## config.mk

```make
export PLATFORM = sky130hd
export DESIGN_NAME = shop_db_v
export DESIGN_NICKNAME = d
export VERILOG_FILES = /design/src/rtl/shop_pkg.sv /design/src/rtl/shop_cmd_decode_v.sv /design/src/rtl/shop_db_v.sv
export SDC_FILE = /design/constraint.sdc
export NUM_CORES = 1
export LEC_CHECK = 0
export ABC_CLOCK_PERIOD_IN_PS = 5600
export BUFFER_PORTS_ARGS = -buffer_cell sky130_fd_sc_hd__buf_2
export CORE_MARGIN = 5
export CORE_UTILIZATION = 44
export DETAILED_ROUTE_END_ITERATION = 8
export SETUP_SLACK_MARGIN = 0.5
export SLEW_MARGIN = 20
export SYNTH_ARGS = -nofsm -noshare
export SYNTH_HDL_FRONTEND = slang
export SYNTH_HIERARCHICAL = 1
export SYNTH_SLANG_ARGS = --single-unit
```

## constraint.sdc

```tcl
create_clock -name i_clk -period 5.6 [get_ports i_clk]
set_input_delay 1.12 -clock i_clk [delete_from_list [all_inputs] [get_ports i_clk]]
set_output_delay 1.12 -clock i_clk [all_outputs]
set_load 0.01 [all_outputs]
```

## src/rtl/shop_pkg.sv

```systemverilog
// Shared command keys, response strings, opcodes and FSM states
// for the shop_db_v command database.
package shop_pkg;

  localparam int KEY_W = 56;
  localparam int RSP_W = 72;

  typedef enum logic [2:0] {
    OP_BAD,
    OP_LOGOUT,
    OP_LOGIN,
    OP_ADDUSR,
    OP_DELUSR,
    OP_ADDITEM,
    OP_DELITEM,
    OP_BUY
  } op_e;

  typedef enum logic [1:0] {
    S_IDLE,
    S_DECODE,
    S_EXEC,
    S_RESP
  } state_e;

  localparam logic [KEY_W-1:0] KEY_LOGOUT  = KEY_W'("Logout");
  localparam logic [KEY_W-1:0] KEY_LOGIN   = KEY_W'("Login");
  localparam logic [KEY_W-1:0] KEY_ADDUSR  = KEY_W'("AddUsr");
  localparam logic [KEY_W-1:0] KEY_DELUSR  = KEY_W'("DelUsr");
  localparam logic [KEY_W-1:0] KEY_ADDITEM = KEY_W'("AddItem");
  localparam logic [KEY_W-1:0] KEY_DELITEM = KEY_W'("DelItem");
  localparam logic [KEY_W-1:0] KEY_BUY     = KEY_W'("Buy");

  localparam logic [RSP_W-1:0] RSP_PROMPT  = RSP_W'("Cmd?");
  localparam logic [RSP_W-1:0] RSP_BADCMD  = RSP_W'("InvalCmd");
  localparam logic [RSP_W-1:0] RSP_PERM    = RSP_W'("InvalPerm");
  localparam logic [RSP_W-1:0] RSP_BADUSR  = RSP_W'("InvalUsr");
  localparam logic [RSP_W-1:0] RSP_BADITEM = RSP_W'("InvalItem");
  localparam logic [RSP_W-1:0] RSP_WELCOME = RSP_W'("Welcome");
  localparam logic [RSP_W-1:0] RSP_BYE     = RSP_W'("Bye");
  localparam logic [RSP_W-1:0] RSP_UEXIST  = RSP_W'("UsrExist");
  localparam logic [RSP_W-1:0] RSP_UADDED  = RSP_W'("UsrAdded");
  localparam logic [RSP_W-1:0] RSP_UDEL    = RSP_W'("UsrDel");
  localparam logic [RSP_W-1:0] RSP_OVF     = RSP_W'("Overflow");
  localparam logic [RSP_W-1:0] RSP_IADD    = RSP_W'("ItemAdd");
  localparam logic [RSP_W-1:0] RSP_IDEL    = RSP_W'("ItemDel");
  localparam logic [RSP_W-1:0] RSP_NOSTOCK = RSP_W'("NoStock");
  localparam logic [RSP_W-1:0] RSP_BOUGHT  = RSP_W'("Bought");

endpackage

```

## src/rtl/shop_cmd_decode_v.sv

```systemverilog
// Combinational match of a right-justified ASCII command key
// against the known keys; anything else decodes to OP_BAD.
module shop_cmd_decode_v
  import shop_pkg::*;
#(
  parameter int W = 56
) (
  input  logic [W-1:0] key,
  output op_e          op
);

  always_comb begin
    op = OP_BAD;
    unique case (1'b1)
      key == W'(KEY_LOGOUT):  op = OP_LOGOUT;
      key == W'(KEY_LOGIN):   op = OP_LOGIN;
      key == W'(KEY_ADDUSR):  op = OP_ADDUSR;
      key == W'(KEY_DELUSR):  op = OP_DELUSR;
      key == W'(KEY_ADDITEM): op = OP_ADDITEM;
      key == W'(KEY_DELITEM): op = OP_DELITEM;
      key == W'(KEY_BUY):     op = OP_BUY;
      default:                op = OP_BAD;
    endcase
  end

endmodule

```

## src/rtl/shop_db_v.sv

```systemverilog
// Shop database: users, login session and item stock driven by
// strobed ASCII commands, answered with held ASCII responses.
module shop_db_v
  import shop_pkg::*;
#(
  parameter int I_A_NUM_ASCII_CHARS = 7,
  parameter int O_A_NUM_ASCII_CHARS = 9,
  parameter int I_U_NUM_BITS        = 4,
  parameter int MAX_USERS           = 5,
  parameter int MAX_ITEMS           = 8,
  parameter int QTY_NUM_BITS        = 8,
  parameter int RESP_HOLD           = 4
) (
  input  logic                             i_clk,
  input  logic                             i_reset,
  input  logic                             i_rdy,
  input  logic [I_U_NUM_BITS-1:0]          i_u,
  input  logic [I_A_NUM_ASCII_CHARS*8-1:0] i_a,
  input  logic [QTY_NUM_BITS-1:0]          i_n,
  output logic [O_A_NUM_ASCII_CHARS*8-1:0] o_a,
  output logic                             o_vld,
  output logic                             o_busy
);

  localparam int AW  = I_A_NUM_ASCII_CHARS * 8;
  localparam int OW  = O_A_NUM_ASCII_CHARS * 8;
  localparam int UB  = I_U_NUM_BITS;
  localparam int QB  = QTY_NUM_BITS;
  localparam int UIW = (MAX_USERS > 1) ? $clog2(MAX_USERS) : 1;
  localparam int IIW = (MAX_ITEMS > 1) ? $clog2(MAX_ITEMS) : 1;
  localparam int HW  = $clog2(RESP_HOLD + 1);

  localparam logic [UB:0]   USR_LIM   = (UB+1)'(MAX_USERS);
  localparam logic [UB:0]   ITM_LIM   = (UB+1)'(MAX_ITEMS);
  localparam logic [HW-1:0] HOLD_LAST = HW'(RESP_HOLD - 1);

  state_e                 state;
  state_e                 state_nx;
  logic                   rdy_q;
  logic                   accept;
  logic [AW-1:0]          cap_a;
  logic [UB-1:0]          cap_u;
  logic [QB-1:0]          cap_n;
  op_e                    dec_op;
  op_e                    op_q;
  logic                   sess_on;
  logic [UB-1:0]          sess_id;
  logic [MAX_USERS-1:0]   usr_vld;
  logic [QB-1:0]          qty [MAX_ITEMS];
  logic [OW-1:0]          rsp_q;
  logic [HW-1:0]          hold_q;
  logic                   vld_q;

  logic                   usr_ok;
  logic                   itm_ok;
  logic                   slot;
  logic                   admin;
  logic [UIW-1:0]         uidx;
  logic [IIW-1:0]         iidx;
  logic [QB-1:0]          cur;
  logic [QB:0]            sum;

  logic [OW-1:0]          rsp_nx;
  logic                   sess_set;
  logic                   sess_clr;
  logic                   usr_wr;
  logic                   usr_val;
  logic                   qty_wr;
  logic [QB-1:0]          qty_val;

  shop_cmd_decode_v #(.W(AW)) u_dec (
    .key (cap_a),
    .op  (dec_op)
  );

  assign accept = i_rdy && !rdy_q && (state == S_IDLE);
  assign o_busy = (state != S_IDLE);
  assign o_vld  = vld_q;
  assign o_a    = (state == S_RESP) ? rsp_q : OW'(RSP_PROMPT);

  assign uidx   = UIW'(cap_u);
  assign iidx   = IIW'(cap_u);
  assign usr_ok = {1'b0, cap_u} < USR_LIM;
  assign itm_ok = {1'b0, cap_u} < ITM_LIM;
  assign slot   = usr_ok && usr_vld[uidx];
  assign admin  = sess_on && (sess_id == '0);
  assign cur    = itm_ok ? qty[iidx] : '0;
  assign sum    = {1'b0, cur} + {1'b0, cap_n};

  always_ff @(posedge i_clk) begin
    if (i_reset) state <= S_IDLE;
    else         state <= state_nx;
  end

  always_comb begin
    state_nx = state;
    unique case (state)
      S_IDLE:   if (accept) state_nx = S_DECODE;
      S_DECODE: state_nx = S_EXEC;
      S_EXEC:   state_nx = S_RESP;
      S_RESP:   if (hold_q == HOLD_LAST) state_nx = S_IDLE;
      default:  state_nx = S_IDLE;
    endcase
  end

  // Permission is always judged before the operand.
  always_comb begin
    rsp_nx   = OW'(RSP_BADCMD);
    sess_set = 1'b0;
    sess_clr = 1'b0;
    usr_wr   = 1'b0;
    usr_val  = 1'b0;
    qty_wr   = 1'b0;
    qty_val  = cur;
    unique case (op_q)
      OP_LOGIN: begin
        if (sess_on)    rsp_nx = OW'(RSP_PERM);
        else if (!slot) rsp_nx = OW'(RSP_BADUSR);
        else begin
          sess_set = 1'b1;
          rsp_nx   = OW'(RSP_WELCOME);
        end
      end
      OP_LOGOUT: begin
        if (!sess_on) rsp_nx = OW'(RSP_PERM);
        else begin
          sess_clr = 1'b1;
          rsp_nx   = OW'(RSP_BYE);
        end
      end
      OP_ADDUSR: begin
        if (!admin)       rsp_nx = OW'(RSP_PERM);
        else if (!usr_ok) rsp_nx = OW'(RSP_BADUSR);
        else if (slot)    rsp_nx = OW'(RSP_UEXIST);
        else begin
          usr_wr  = 1'b1;
          usr_val = 1'b1;
          rsp_nx  = OW'(RSP_UADDED);
        end
      end
      OP_DELUSR: begin
        if (!admin) rsp_nx = OW'(RSP_PERM);
        else if (cap_u == '0 || !slot)
          rsp_nx = OW'(RSP_BADUSR);
        else begin
          usr_wr = 1'b1;
          rsp_nx = OW'(RSP_UDEL);
        end
      end
      OP_ADDITEM: begin
        if (!admin)       rsp_nx = OW'(RSP_PERM);
        else if (!itm_ok) rsp_nx = OW'(RSP_BADITEM);
        else if (sum[QB]) rsp_nx = OW'(RSP_OVF);
        else begin
          qty_wr  = 1'b1;
          qty_val = sum[QB-1:0];
          rsp_nx  = OW'(RSP_IADD);
        end
      end
      OP_DELITEM: begin
        if (!admin)       rsp_nx = OW'(RSP_PERM);
        else if (!itm_ok) rsp_nx = OW'(RSP_BADITEM);
        else begin
          qty_wr  = 1'b1;
          qty_val = '0;
          rsp_nx  = OW'(RSP_IDEL);
        end
      end
      OP_BUY: begin
        if (!sess_on || admin) rsp_nx = OW'(RSP_PERM);
        else if (!itm_ok)      rsp_nx = OW'(RSP_BADITEM);
        else if (cap_n == '0 || cap_n > cur)
          rsp_nx = OW'(RSP_NOSTOCK);
        else begin
          qty_wr  = 1'b1;
          qty_val = cur - cap_n;
          rsp_nx  = OW'(RSP_BOUGHT);
        end
      end
      default: rsp_nx = OW'(RSP_BADCMD);
    endcase
  end

  always_ff @(posedge i_clk) begin
    if (i_reset) begin
      rdy_q      <= 1'b0;
      vld_q      <= 1'b0;
      cap_a      <= '0;
      cap_u      <= '0;
      cap_n      <= '0;
      op_q       <= OP_BAD;
      hold_q     <= '0;
      rsp_q      <= OW'(RSP_PROMPT);
      sess_on    <= 1'b0;
      sess_id    <= '0;
      usr_vld    <= '0;
      usr_vld[0] <= 1'b1;
      for (int i = 0; i < MAX_ITEMS; i++) qty[i] <= '0;
    end else begin
      rdy_q <= i_rdy;
      vld_q <= (state == S_EXEC);
      if (accept) begin
        cap_a <= i_a;
        cap_u <= i_u;
        cap_n <= i_n;
      end
      if (state == S_DECODE) op_q <= dec_op;
      if (state == S_RESP) hold_q <= hold_q + 1'b1;
      else                 hold_q <= '0;
      if (state == S_EXEC) begin
        rsp_q <= rsp_nx;
        if (sess_set) begin
          sess_on <= 1'b1;
          sess_id <= cap_u;
        end
        if (sess_clr) begin
          sess_on <= 1'b0;
          sess_id <= '0;
        end
        if (usr_wr) usr_vld[uidx] <= usr_val;
        if (qty_wr) qty[iidx] <= qty_val;
      end
    end
  end

endmodule

```

==> impl_metrics.tcl <==
set metrics [dict create \
    intPower_mw 3.06 \
    switching_share 0.331 \
    p_sw_mw 1.52 \
    synth_compound_area_frac 0.193 \
    path_cells "mux2i_1, nand3b_1, o311ai_0, a311oi_1, ha_1, o21ai_0, o21bai_1, o211ai_4, a31oi_4, nand4b_2, nand2_1" \
    drt_iter0_drc 857 \
    yosys.cell_types.count 93 \
    tns_ns 0 \
    synth_area_leader_cell "dfxtp_1" \
    cp.required_ns 5.77 \
    peakVddDrop_mv 0.226 \
    drc_errors 0 \
    holdPathStages 1 \
    status "complete, no violations" \
    p_leak_nw 4.67 \
    total_power_mw 4.58 \
    worst_pin_slew_ns 1.07 \
    fillers 2419 \
    p_per_area_mw_per_mm2 363 \
    power_frac_comb 0.263 \
    synthMuxAreaShare 0.0456 \
    min_to "hold_q[0]" \
    slowest_delay_ns 0.86 \
    synthCells 1275 \
    dr.pass1.iters 5 \
    hold_path.startpoint "hold_q[0]" \
    synth-xor-area-share 0.00472 \
    path_clk_slew_ns 0.06 \
    cp_max_fo 18 \
    setup_viol_count_final 0 \
    cts_max_level 1 \
    routedWlPerCell_um 19.1 \
    synthArstFlopShare 0 \
    synth_edf_count 64 \
    final_nets 1451 \
    rsz0062_at_grt "no" \
    die_h_um 169 \
    synthTopCellsByCount "nand2_1, nor2_1, dfxtp_1" \
    viasPerCell 5.68 \
    antenna_cells 0 \
    cp_slowest_cell "dfxtp_1" \
    grt.overflow.total 0 \
    placed_area_mm2 0.0119 \
    grt_pass1_vias 9005 \
    syn2layout_area_growth_pct 13.4 \
    grt_pass1_wl_mm 51.0 \
    vias 9668 \
    final_layout_size_suffix_gt1_frac 0.171 \
    antenna_found_initial 0 \
    design_area_mm2 0.0126 \
    synthSimpleGateAreaFrac 0.250 \
    numCtsBuffers 23 \
    arrival_ns 4.86 \
    grt_max_degree 93 \
    post_cts_buffers 0 \
    initial_core_util 0.445 \
    cp-start-kind "register" \
    fmax_ghz 0.213 \
    routed_wl_mm 32.4 \
    cts_tree "done" \
    die_width_um 169 \
    slew_headroom 0.283 \
    period_share 0.837 \
    maxSlewViolCount 0 \
    dp_hpwl_mm 23.5 \
    io-pin-count 145 \
    finalHoldViolations 0 \
    seq_area_frac_synth 0.424 \
    grt_use_total 0.220 \
    finClkSkew_ns 0.0111 \
    coreArea_mm2 0.0250 \
    rr_worst_depth 11 \
    power.clock.fraction 0.330 \
    synth_seq_cells 204 \
    clock-root-buffer "clkbuf_16" \
    synth-main-ff-cell "dfxtp_1" \
    ant_nets 0 \
    ys_warn_count 6 \
    numPortBuffers 127 \
    synth_top_family_by_area "simple AND/OR/NAND/NOR gates" \
    fp.dieArea_mm2 0.0286 \
    cts_sinks 204 \
    synth_area_leaders "dfxtp_1, edfxtp_1, nand2_1" \
    r2r_slack_ns 0.91 \
    critical_path_class "reg2reg" \
    fin_hold_ws_ns 0.423 \
    reg2reg_to "qty[5][4]" \
    yosysMostFrequentCell "nand2_1" \
    syn_area_mm2 0.0111 \
    end_kind "register" \
    post-route-min-period_ns 4.69 \
    synthAdderAreaFrac 0.0283 \
    seq_power_share 0.407 \
    worstHoldPathType "reg2reg" \
    gp_congestion 0.933 \
    max-cap-violations 0 \
    cts_buffer_depth 3 \
    synth.top_cell.area_share 0.252 \
    syn_avg_cell_area_um2 8.73 \
    insertion_delay_ns 0.51 \
    rows 58 \
]
## metal layers
layer  global-route usage  up-vias  wire, µm
met5                    0        -         0
met4               0.0574        0       720
met3               0.0243       55      2030
met2                0.356      336     14700
met1                0.317     4560     14900
li1                     -     4717         -
## cell type report
class / instances / area (µm²) / share of cell area
Timing Repair Buffer: 140 / 736 / 0.0583
Clock buffer: 34 / 647 / 0.0512
Sequential cell: 204 / 4730 / 0.374
Multi-Input combinational cell: 958 / 5880 / 0.466
Inverter: 29 / 109 / 0.00862
Clock inverter: 7 / 110 / 0.00872
Tap cell: 330 / 413 / 0.0327
## cell families (layout without fill, tap and decap cells)
kind of cell,Yosys count,after routing
muxes,33,33
DFF,204,204
buffers and inverters,128,210
adders and majority gates,24,24
AOI/OAI and AO/OA,321,321
and+or+nand+nor,557,557
other,2,17
xor gates and xnor gates,6,6
## per-stage QoR
step	std cells	utilization	setup slack (ns)
6_report	1702	0.504	0.914
5_1_grt	1702	0.504	0.647
4_1_cts	1702	0.504	0.715
3_5_place_dp	1661	0.474	0.744
3_3_place_gp	1661	0.474	0.872
2_1_floorplan	1290	-	1.66
## critical path, delay by kind of cell (launching register included)
kind                     cells  cell delay (ns)
AND/OR/NAND/NOR              3             0.83
AO/OA/AOI/OAI                6             2.04
multiplexers                 1             0.19
adder cells (fa/ha/maj)      1             0.41
flip-flops                   1             0.86
## worst max-delay path by stage
stage,start,end,slack [ns]
after floorplan,register,qty[6][0],1.66
after global placement,register,qty[5][0],0.87
after detailed placement,register,qty[5][0],0.74
after CTS,register,qty[5][5],0.72
after global routing,register,qty[5][5],0.65
final,register,qty[5][4],0.91
## power groups by stage
| stage | Sequential (mW) | Clock (mW) | Combinational [mW] |
|---|---|---|---|
| after floorplan | 1.80 | 0 | 0.928 |
| after global placement | 1.89 | 0 | 1.19 |
| after detailed placement | 1.89 | 0 | 1.20 |
| after CTS | 1.86 | 1.54 | 1.20 |
| after global routing | 1.89 | 1.61 | 1.32 |
| final | 1.86 | 1.51 | 1.20 |
## flip-flops by register name (all words and copies together) (netlist names), named ones only
signal   flops
rsp_q       49
hold_q       3
rdy_q        1
op_q         3
qty         64
sess_id      4
cap_n        8
usr_vld      5
state        2
sess_on      1
cap_a       56
cap_u        4
o_vld        1
## cell usage in the layout (no fill, tap or decap), types with 14 or more instances in the layout
| master | count |
|---|---|
| nand2_1 | 199 |
| nor2_1 | 145 |
| dfxtp_1 | 139 |
| a21oi_1 | 127 |
| buf_2 | 126 |
| edfxtp_1 | 64 |
| o21ai_0 | 52 |
| and2_1 | 40 |
| nor3_1 | 33 |
| inv_1 | 26 |
| nand2b_1 | 23 |
| clkbuf_16 | 23 |
| ha_1 | 22 |
| o211ai_1 | 19 |
| mux2i_1 | 17 |
| conb_1 | 17 |
| a211oi_1 | 16 |
| mux4_2 | 14 |
| buf_4 | 14 |
## what timing repair did
| action | 4_1_cts | 5_1_grt |
|---|---|---|
| hold buffers | 0 | 0 |
| endpoints found under the hold margin | 0 | 0 |
| endpoints found under the setup margin | 0 | 60 |
| resized for setup | 0 | 1 |
No activity file was read; power rests on OpenSTA's default activity.
